`config.mk`:
```
export PLATFORM = sky130hd
export DESIGN_NAME = pcie_tlp_tx_fwd
export DESIGN_NICKNAME = d
export VERILOG_FILES = /design/src/rtl/pcie_tlp_tx_fwd.sv
export SDC_FILE = /design/constraint.sdc
export NUM_CORES = 1
export LEC_CHECK = 0
export CORE_MARGIN = 2
export CORE_UTILIZATION = 40
export DETAILED_ROUTE_END_ITERATION = 12
export GPL_ROUTABILITY_DRIVEN = 0
export PLACE_DENSITY = 0.87
export SYNTH_ARGS = -nofsm -noshare
export SYNTH_HDL_FRONTEND = slang
export SYNTH_SLANG_ARGS = --single-unit
```
`constraint.sdc`:
```
create_clock -name pcie_clk -period 6.65 [get_ports pcie_clk]
set_input_delay 1.33 -clock pcie_clk [delete_from_list [all_inputs] [get_ports pcie_clk]]
set_output_delay 1.33 -clock pcie_clk [all_outputs]
set_load 0.05 [all_outputs]
```
`src/rtl/pcie_tlp_tx_fwd.sv`:
```
// pcie_tlp_tx_fwd
//   Store-and-forward TLP forwarder between the clock-crossing TLP FIFO (FWFT) and the
//   7-series PCIe core TX AXI-Stream port. A packet is started only after the decap stage
//   has announced it complete (pkt_ready), bubble entries are discarded, and FIFO-full
//   abort entries are turned into a discontinue beat.
//
//   Ports
//     pcie_clk, pcie_rst     clock, synchronous active-high reset
//     rd_en                  FIFO pop (combinational; dout is the head while !empty)
//     dout[78:0]             {data_valid, tvalid, tlast, tkeep[7:0], tdata[63:0], tuser[3:0]}
//     empty                  FIFO empty
//     pkt_ready              one pulse per complete packet written into the FIFO
//     s_axis_tx_*            registered AXI-Stream TX beat towards the PCIe core
//     pkt_cnt_ovf            sticky: pkt_ready seen while the packet counter was saturated
//     tx_pkt_count           accepted tlast beats        (TLP_TX_STATS_EN, else tied to 0)
//     tx_discont_count       accepted discontinue beats  (TLP_TX_STATS_EN, else tied to 0)
//
//   Optional feature macro: TLP_TX_STATS_EN
module pcie_tlp_tx_fwd #(
    parameter int unsigned CNT_W = 8
) (
    input  logic        pcie_clk,
    input  logic        pcie_rst,
    output logic        rd_en,
    input  logic [78:0] dout,
    input  logic        empty,
    input  logic        pkt_ready,
    input  logic        s_axis_tx_tready,
    output logic        s_axis_tx_tvalid,
    output logic        s_axis_tx_tlast,
    output logic [7:0]  s_axis_tx_tkeep,
    output logic [63:0] s_axis_tx_tdata,
    output logic [3:0]  s_axis_tx_tuser,
    output logic        pkt_cnt_ovf,
    output logic [31:0] tx_pkt_count,
    output logic [31:0] tx_discont_count
);

    localparam int unsigned DV_BIT   = 78;
    localparam int unsigned TV_BIT   = 77;
    localparam int unsigned TL_BIT   = 76;
    localparam int unsigned KEEP_LSB = 68;
    localparam int unsigned DATA_LSB = 4;
    localparam logic [CNT_W-1:0] CNT_MAX = {CNT_W{1'b1}};

    typedef enum logic {
        S_IDLE   = 1'b0,
        S_STREAM = 1'b1
    } state_e;

    state_e             state_q, state_d;
    logic [CNT_W-1:0]   pkt_cnt_q, pkt_cnt_d;
    logic               ovf_q, ovf_d;
    logic               tvalid_q, tvalid_d;
    logic               tlast_q, tlast_d;
    logic [7:0]         tkeep_q, tkeep_d;
    logic [63:0]        tdata_q, tdata_d;
    logic               tdiscont_q, tdiscont_d;

    // Head entry decode
    logic        head_dv, head_tv, head_tl;
    logic [7:0]  head_keep;
    logic [63:0] head_data;
    logic        head_is_data, head_is_bubble, head_is_abort;
    logic        load_ok, pop_data, pop_last;
    logic        unused_head_tuser;

    assign head_dv           = dout[DV_BIT];
    assign head_tv           = dout[TV_BIT];
    assign head_tl           = dout[TL_BIT];
    assign head_keep         = dout[KEEP_LSB +: 8];
    assign head_data         = dout[DATA_LSB +: 64];
    // Incoming tuser is not forwarded; only the discontinue bit is generated here.
    assign unused_head_tuser = ^dout[3:0];

    assign head_is_data   = !empty && head_dv;
    assign head_is_bubble = !empty && !head_dv;
    assign head_is_abort  = !head_tv && head_tl;
    assign load_ok        = !tvalid_q || s_axis_tx_tready;

    // Next-state, pop decision, output register load and packet counter
    always_comb begin
        state_d    = state_q;
        pkt_cnt_d  = pkt_cnt_q;
        ovf_d      = ovf_q;
        tvalid_d   = tvalid_q;
        tlast_d    = tlast_q;
        tkeep_d    = tkeep_q;
        tdata_d    = tdata_q;
        tdiscont_d = tdiscont_q;
        pop_data   = 1'b0;

        case (state_q)
            S_IDLE: begin
                // Entering STREAM costs one cycle; the first pop happens from STREAM.
                if ((pkt_cnt_q != '0) && head_is_data) begin
                    state_d = S_STREAM;
                end
            end
            S_STREAM: begin
                if (head_is_data && load_ok) begin
                    pop_data = 1'b1;
                    if (head_tl) begin
                        state_d = S_IDLE;
                    end
                end
            end
            default: state_d = S_IDLE;
        endcase

        pop_last = pop_data && head_tl;
        // Bubbles are drained regardless of state or back-pressure.
        rd_en    = head_is_bubble || pop_data;

        if (load_ok) begin
            tvalid_d = 1'b0;
        end
        if (pop_data) begin
            tvalid_d = 1'b1;
            if (head_is_abort) begin
                tlast_d    = 1'b1;
                tkeep_d    = 8'h00;
                tdata_d    = 64'h0;
                tdiscont_d = 1'b1;
            end else begin
                tlast_d    = head_tl;
                tkeep_d    = head_keep;
                tdata_d    = head_data;
                tdiscont_d = 1'b0;
            end
        end

        // A coincident announce and tlast pop cancel out.
        if (pkt_ready && !pop_last) begin
            if (pkt_cnt_q == CNT_MAX) begin
                ovf_d = 1'b1;
            end else begin
                pkt_cnt_d = pkt_cnt_q + CNT_W'(1);
            end
        end else if (!pkt_ready && pop_last && (pkt_cnt_q != '0)) begin
            pkt_cnt_d = pkt_cnt_q - CNT_W'(1);
        end
    end

    // State and output registers
    always_ff @(posedge pcie_clk) begin
        if (pcie_rst) begin
            state_q    <= S_IDLE;
            pkt_cnt_q  <= '0;
            ovf_q      <= 1'b0;
            tvalid_q   <= 1'b0;
            tlast_q    <= 1'b0;
            tkeep_q    <= 8'h00;
            tdata_q    <= 64'h0;
            tdiscont_q <= 1'b0;
        end else begin
            state_q    <= state_d;
            pkt_cnt_q  <= pkt_cnt_d;
            ovf_q      <= ovf_d;
            tvalid_q   <= tvalid_d;
            tlast_q    <= tlast_d;
            tkeep_q    <= tkeep_d;
            tdata_q    <= tdata_d;
            tdiscont_q <= tdiscont_d;
        end
    end

    assign s_axis_tx_tvalid = tvalid_q;
    assign s_axis_tx_tlast  = tlast_q;
    assign s_axis_tx_tkeep  = tkeep_q;
    assign s_axis_tx_tdata  = tdata_q;
    assign s_axis_tx_tuser  = {tdiscont_q, 3'b000};
    assign pkt_cnt_ovf      = ovf_q;

`ifdef TLP_TX_STATS_EN
    logic [31:0] stat_pkt_q, stat_pkt_d;
    logic [31:0] stat_disc_q, stat_disc_d;
    logic        beat_accept;

    assign beat_accept = tvalid_q && s_axis_tx_tready;

    // Accepted-beat statistics, free-running with natural wrap
    always_comb begin
        stat_pkt_d  = stat_pkt_q;
        stat_disc_d = stat_disc_q;
        if (beat_accept && tlast_q) begin
            stat_pkt_d = stat_pkt_q + 32'd1;
        end
        if (beat_accept && tdiscont_q) begin
            stat_disc_d = stat_disc_q + 32'd1;
        end
    end

    always_ff @(posedge pcie_clk) begin
        if (pcie_rst) begin
            stat_pkt_q  <= 32'd0;
            stat_disc_q <= 32'd0;
        end else begin
            stat_pkt_q  <= stat_pkt_d;
            stat_disc_q <= stat_disc_d;
        end
    end

    assign tx_pkt_count     = stat_pkt_q;
    assign tx_discont_count = stat_disc_q;
`else
    assign tx_pkt_count     = 32'd0;
    assign tx_discont_count = 32'd0;
`endif

endmodule
```
* Word level (Yosys, flattened, before mapping)
Index checks and enable logic that the tools add are counted.
** Cells by class
- Add/subtract/negate cells :: 2
- Eq/ne operators :: 2
- Mux-type cells :: 15
- Bitwise gates (word level) :: 1
- Reduce and logical (&&, ||, !) cells :: 22
** Operators with widths (number)
- $mux 64 :: 1
- $mux 8 :: 4
- $logic_and 1x1->1 :: 9
- $mux 1 :: 9
- $add 8x1->8 const B :: 1
- $eq 8x8->1 const B :: 1
- $reduce_bool 8->1 :: 1
- $sub 8x1->8 const B :: 1
- $logic_not 1->1 :: 6
- $reduce_and 2->1 :: 2
- $reduce_bool 2->1 :: 2
- $logic_or 1x1->1 :: 2
- $ne 2x2->1 const B :: 1
- $pmux 1 s2 :: 1
- $not 1->1 :: 1
** Word-level totals
- Register bits :: 85
- Bits of input ports :: 84
- Output and inout bits :: 144

* Longest topological paths before layout
Gate-level depths: netlist of run 1.
- Depth in word-level cells :: 10
- Gate-level depth with buffers :: 9
- Gate-level depth less buffers :: 9

* Worst setup path after synthesis of run 1
Ideal clock, no wire load.
- Path type :: input-to-output
- Start point :: in s_axis_tx_tready
- End point :: out rd_en
- Data arrival time :: 2841 ps
- Required time :: 5320 ps
- Slack :: 2479 ps
- Stages :: 5
- Buffers on the path :: 2
- Cell sequence :: nand2b_1 > nand3_1 > clkbuf_1 > clkbuf_1 > o21ai_0
** On the way
- Word-level cells in the longest chain between the ends :: 5
** RTL lines
- from (decl) :: line 28 : input logic s_axis_tx_tready,
- $logic_or 1x1->1 :: line 79 : assign load_ok = !tvalid_q || s_axis_tx_tready;
- $logic_and 1x1->1 :: line 101 : if (head_is_data && load_ok) begin
- $mux 1 :: line 101
- $mux 1 :: line 93 : case (state_q)
- $logic_or 1x1->1 :: line 113 : rd_en = head_is_bubble || pop_data;
- to (decl) :: line 24 : output logic rd_en,
No other way between the ends.

* Worst setup path after layout of run 1
- Start point :: in dout[78]
- End point :: out rd_en
** On the way
- Word-level cells in the longest chain between the ends :: 5
- Elaborated cells between the ends (all ways) :: 7
- Those cells by class :: mux: 2; reduce/logical: 5
** RTL lines
- from (decl) :: line 25 : input logic [78:0] dout,
- $logic_and 1x1->1 :: line 76 : assign head_is_data = !empty && head_dv;
- $logic_and 1x1->1 :: line 101
- $mux 1 :: line 101
- $mux 1 :: line 93
- $logic_or 1x1->1 * :: line 113
Every way passes the cells marked *; elsewhere a longest branch is shown, timed or not.

==> impl_metrics.json, run 1 <==
{
  "setup.worst_path.end_class": "output port",
  "clk_pin_slew_worst_paths_ns": 0.08,
  "io_buffer_count": 156,
  "grt_antenna_before_repair": 0,
  "drt-total-wl_mm": 9.802,
  "clock_path_buffers": 2,
  "timing.rr.start": "s_axis_tx_tvalid",
  "ys_warn_count": 0,
  "whs_endpoint": "s_axis_tx_tlast",
  "leakagePower_nw": 2.030,
  "grt_pass1_wl_mm": 15.01,
  "fmax_ghz": 0.2270,
  "drtAntennaViolNets": 0,
  "cts_buffers": 9,
  "n_fill_cell": 765,
  "status": "completed",
  "grt_overflow": 0,
  "hold_violations": 0,
  "core-area_sq_um": 9153,
  "vias_per_cell": 5.018,
  "cap_violations": 0,
  "synth.distinct_cells": 41,
  "worstSetupPathType": "in -> out",
  "seq_power_share_pct": 45.5,
  "syn-cell-area_sq_um": 3727,
  "hold_depth": 2,
  "maxSlewHeadroom_pct": 41.69,
  "die_x_microns": 100.5,
  "ys_ff_latch": 85,
  "final.setup.worst_slack_ns": 2.244,
  "r2r_slack_ns": 3.96,
  "numClockSinks": 85,
  "diodes": 0,
  "die_h_microns": 100.5,
  "cts_max_level": 3,
  "grt_pass1_vias": 3189,
  "setup-violations-final": 0,
  "hold_buffers": 0,
  "cts_root_buffer": "clkbuf_8",
  "wire_per_inst_microns": 14.61,
  "dr.first_iter.drc_count": 169,
  "ir_drop_v": 0.0001526,
  "r2r_end": "pkt_cnt_q[7]",
  "swShare_pct": 32.24,
  "rsz0062_at_grt": "no",
  "grt_use_total_pct": 18.62,
  "multi_input_area_sq_um": 1669,
  "p_clk_share_pct": 31.5,
  "min_from": "s_axis_tx_tlast",
  "num_rows": 35,
  "syn2layout_area_growth_pct": 42.09,
  "worst_pin_slew_ns": 0.8747,
  "drc_errors": 0,
  "vias": 3367,
  "syn_area_per_cell_sq_um": 9.025,
  "start_util_pct": 40.72,
  "slew_viol_final": 0,
  "arrival_ns": 3.08,
  "seq_area_sq_um": 1702,
  "setup-tns-final_ns": 0,
  "grt_max_degree": 87,
  "ff2ff_path_depth": 9,
  "clock_latency_ns": 0.34,
  "final_nets": 646,
  "syn_inst": 413,
  "worst_ep_required_time_ns": 5.32,
  "ys_seq_area_share_pct": 45.65,
  "p_per_area_nw_per_um2": 222.9,
  "cts_resized": 0,
  "period_share_pct": 66.26,
  "postCtsSetupBuffers": 0,
  "dpl.hpwl_mm": 7.015,
  "fin_skew_ns": 0.005205,
  "cp_max_fo": 5,
  "drive_above_1_share_pct": 4.643,
  "io_pins": 228,
  "hp-class": "reg -> reg",
  "intPower_w": 0.0008000,
  "p_comb_share_pct": 23.0,
  "preCtsSetupSlack_ns": 2.256,
  "cts_tree": "yes",
  "first_pass_iters": 5,
  "die-area_sq_um": 10110,
  "switching_power_w": 0.0003806,
  "setup.worst_path.start_class": "input port",
  "fin_crit_ns": 4.406
}
final cells by class:
class	count	share of cell area (%)
Clock inverter	5	1.110
Clock buffer	11	2.670
Sequential cell	85	32.13
Inverter	2	0.1417
Timing Repair Buffer	159	29.81
Tap cell	111	2.622
Multi-Input combinational cell	298	31.51
worst max path at each step:
stage | start | to | slack, ns | cells after the start
final | dout[78] | rd_en | 2.24 | 5
after global routing | dout[78] | rd_en | 2.15 | 5
after CTS | dout[78] | rd_en | 2.25 | 5
after detailed placement | dout[78] | rd_en | 2.26 | 5
after global placement | dout[78] | rd_en | 2.26 | 5
after floorplan | s_axis_tx_tready | rd_en | 2.48 | 5
logic make-up (layout without fill, tap and decap cells):
| group | after synthesis | after routing | share of synthesized area [%] |
|---|---|---|---|
| AO/OA/AOI/OAI | 105 | 105 | 19.77 |
| XOR/XNOR | 2 | 2 | 0.4700 |
| adder cells (fa/ha/maj) | 7 | 7 | 2.551 |
| buffers and inverters | 96 | 177 | 16.55 |
| flip-flops | 85 | 85 | 45.65 |
| multiplexers | 3 | 3 | 0.8727 |
| other | 1 | 67 | 0.1006 |
| AND/OR/NAND/NOR | 114 | 114 | 14.03 |
synthesized netlist by cell type:
cell type	n	area [sq um]
a211oi_1	3	22.52
buf_4	68	510.5
a22oi_1	72	540.5
nand3_1	7	35.03
nor3_1	5	25.02
a21oi_1	14	70.07
nand4_1	2	12.51
a21o_1	2	15.01
buf_1	4	15.01
a31oi_1	1	6.260
buf_2	1	5.000
nor2b_1	2	12.51
nor3b_2	1	12.51
mux2_2	1	11.26
or3_1	1	6.260
fa_1	1	20.02
nor4_1	2	12.51
nor3b_1	2	15.01
o211ai_1	1	7.510
mux2i_1	1	10.01
conb_1	1	3.750
nand2b_1	1	6.260
or3b_1	1	8.760
nand2_1	7	26.28
nor2b_4	1	13.76
nand4_4	1	21.27
xor2_1	2	17.52
nor2_1	78	292.8
inv_1	2	7.510
dfxtp_1	85	1702
clkbuf_1	21	78.83
nand3b_1	1	7.510
o21ai_0	7	35.03
and3_1	1	6.260
a211o_1	1	8.760
and3b_1	1	8.760
mux2_1	1	11.26
a21oi_2	2	17.52
o22ai_1	1	6.260
a21boi_0	1	7.510
ha_1	6	75.07
critical path, cell delays in order:
cell	delay [ns]
clkdlybuf4s50_1	0.49
nor2b_4	0.24
nand3_2	0.11
o21ai_0	0.09
clkdlybuf4s50_1	0.82
sequential cells by signal (all words and copies together), names as in the netlist:
| signal | flops |
|---|---|
| pkt_cnt_ovf | 1 |
| pkt_cnt_q | 8 |
| s_axis_tx_tdata | 64 |
| s_axis_tx_tkeep | 8 |
| s_axis_tx_tlast | 1 |
| s_axis_tx_tvalid | 1 |
| state_q | 1 |
| tdiscont_q | 1 |
placed cells by master (no fill, tap or decap), types with 3 or more instances in the layout:
master,count
nand3_1,6
ha_1,6
buf_4,3
nor2_1,78
nor3_1,5
dfxtp_1,85
a22oi_1,72
nand2_1,7
a21oi_1,14
conb_1,67
a211oi_1,3
o21ai_0,7
clkdlybuf4s50_1,155
clkbuf_8,10
power by group through the flow:
stage / Clock [W] / Sequential, W / Combinational (W)
floorplan: 0 / 0.000574 / 0.000192
global placement: 0 / 0.000548 / 0.000263
detailed placement: 0 / 0.000549 / 0.000270
CTS: 0.000379 / 0.000537 / 0.000271
global route: 0.000404 / 0.000539 / 0.000289
finish: 0.000371 / 0.000538 / 0.000272
per-layer routing:
layer | global-route usage [%] | share of wire (%) | vias to the layer above
met5 | 0 | 0 | -
met4 | 5.901 | 1.2 | 0
met3 | 8.599 | 11 | 10
met2 | 31.75 | 52 | 169
met1 | 20.66 | 36 | 1590
li1 | - | - | 1598
metrics by stage:
stage / cell area (sq um) / hold slack [ns] / instances / util, % / power, W
3_5_place_dp: 5096 / 0.4648 / 655 / 55.68 / 0.0008189
5_1_grt: 5296 / 0.5057 / 671 / 57.87 / 0.001233
6_report: 5296 / 0.4761 / 671 / 57.87 / 0.001181
3_3_place_gp: 5096 / 0.4468 / 655 / 55.68 / 0.0008110
4_1_cts: 5296 / 0.4787 / 671 / 57.87 / 0.001188
2_1_floorplan: 3975 / 0.4687 / 479 / - / 0.0007655
Note: power is estimated with default switching activity, not from simulation.
==> run 2: changes to the inputs <==
Settings changed: CORE_UTILIZATION 40 to 34, PLACE_DENSITY 0.87 to 0.79.
Clock period 6.65 ns to 3.6 ns, I/O delays scaled along.
==> impl_metrics.json, run 2 (synthesis gave the netlist of run 1 again) <==
{
  "io_buffer_count": 156,
  "clk_pin_slew_worst_paths_ns": 0.09,
  "hp-class": "reg -> reg",
  "die_h_microns": 108.7,
  "final.setup.worst_slack_ns": 0.4905,
  "die_x_microns": 108.7,
  "wire_per_inst_microns": 13.97,
  "timing.rr.start": "s_axis_tx_tvalid",
  "switching_power_w": 0.0007296,
  "worst_pin_slew_ns": 0.8455,
  "p_per_area_nw_per_um2": 402.0,
  "setup-tns-final_ns": 0,
  "arrival_ns": 2.39,
  "worst_ep_required_time_ns": 2.88,
  "cts_tree": "yes",
  "cts_root_buffer": "clkbuf_8",
  "fin_skew_ns": 0.01252,
  "intPower_w": 0.001422,
  "syn2layout_area_growth_pct": 43.57,
  "seq_power_share_pct": 46.2,
  "largest_register_ff_count": 64,
  "leakagePower_nw": 2.046,
  "drive_above_1_share_pct": 5.169,
  "postCtsSetupBuffers": 0,
  "whs_endpoint": "pkt_cnt_ovf",
  "r2r_end": "pkt_cnt_q[7]",
  "cp_max_fo": 21,
  "min_from": "pkt_cnt_ovf",
  "io_pins": 228,
  "setup.worst_path.start_class": "input port",
  "worstSetupPathType": "in -> out",
  "vias": 3318,
  "rsz0062_at_grt": "no",
  "clock_path_buffers": 2,
  "hold_buffers": 0,
  "hold_violations": 0,
  "cts_max_level": 3,
  "preCtsSetupSlack_ns": 0.1860,
  "clock_latency_ns": 0.35,
  "dr.first_iter.drc_count": 161,
  "ir_drop_v": 0.0001925,
  "cts_buffers": 9,
  "grt_use_total_pct": 16.00,
  "layout_common_cells": "154 x clkdlybuf4s50_1, 85 x dfxtp_1, 78 x nor2_1",
  "dpl.cell_count": 685,
  "grt_antenna_before_repair": 0,
  "start_util_pct": 34.69,
  "vias_per_cell": 4.733,
  "die-area_sq_um": 11820,
  "core-area_sq_um": 10750,
  "setup.worst_path.end_class": "output port",
  "grt_overflow": 0,
  "p_comb_share_pct": 23.6,
  "postLayoutCoreUtil_pct": 49.80,
  "ff2ff_path_depth": 9,
  "period_share_pct": 86.38,
  "hold_depth": 2,
  "maxSlewHeadroom_pct": 43.63,
  "r2r_slack_ns": 1.08,
  "instances_no_fill": 701,
  "swShare_pct": 33.91,
  "slew_viol_final": 0,
  "diodes": 0,
  "p_clk_share_pct": 30.3,
  "hold_slack_ns": 0.4857,
  "status": "completed",
  "numClockSinks": 85,
  "dpl.hpwl_mm": 7.048,
  "cts_resized": 0,
  "first_pass_iters": 4,
  "layout_commonest_cell": "clkdlybuf4s50_1",
  "num_rows": 38,
  "fin_crit_ns": 3.110,
  "setup-violations-final": 0,
  "fmax_ghz": 0.3216,
  "final_nets": 647,
  "grt_pass1_wl_mm": 14.98,
  "cap_violations": 0,
  "drt-total-wl_mm": 9.796,
  "grt_pass1_vias": 3166,
  "drc_errors": 0,
  "drtAntennaViolNets": 0,
  "grt_max_degree": 56
}
-- run 2: layer usage --
metal  global-route usage (%)  wire length, microns  vias to the layer above
met3                    5.140                   670                       20
li1                         -                     -                     1595
met4                    7.234                   232                        0
met2                    26.43                  4866                      135
met5                        0                     0                        -
met1                    18.92                  4027                     1568
-- run 2: power by group through the flow --
stage	registers (W)	logic, W	clock network, W
final	0.000993	0.000507	0.000651
after global routing	0.000997	0.000541	0.000716
after CTS	0.000993	0.000507	0.000673
after detailed placement	0.00101	0.000504	0
after global placement	0.00101	0.000493	0
after floorplan	0.00106	0.000354	0
-- run 2: worst max-delay path, cell delays in order --
cell             delay [ns]
clkdlybuf4s50_1        0.48
nor2b_4                0.23
nand3_2                0.40
o21ai_0                0.35
buf_12                 0.19
-- run 2: worst max-delay path by stage --
| stage | startpoint | slack (ns) | to |
|---|---|---|---|
| 2_1_floorplan | s_axis_tx_tready | 0.65 | rd_en |
| 3_3_place_gp | dout[78] | 0.25 | pkt_cnt_q[7] |
| 3_5_place_dp | dout[78] | 0.19 | pkt_cnt_q[7] |
| 4_1_cts | dout[78] | 0.48 | rd_en |
| 5_1_grt | dout[78] | 0.37 | pkt_cnt_q[7] |
| 6_report | dout[78] | 0.49 | rd_en |
-- run 2: through the flow --
step	power, W	cell area, sq um
2_1_floorplan	0.001414	3975
3_3_place_gp	0.001505	5162
3_5_place_dp	0.001519	5162
4_1_cts	0.002173	5351
5_1_grt	0.002255	5351
6_report	0.002151	5351
-- run 2: layout make-up --
cell class                 count  area, sq um
clock buffer                  10        137.6
tap                          140        175.2
clock inverter                 6        51.30
multi-input combinational    298         1669
sequential                    85         1702
timing repair buffer         160         1609
fill                         999         5394
inverter                       2        7.507
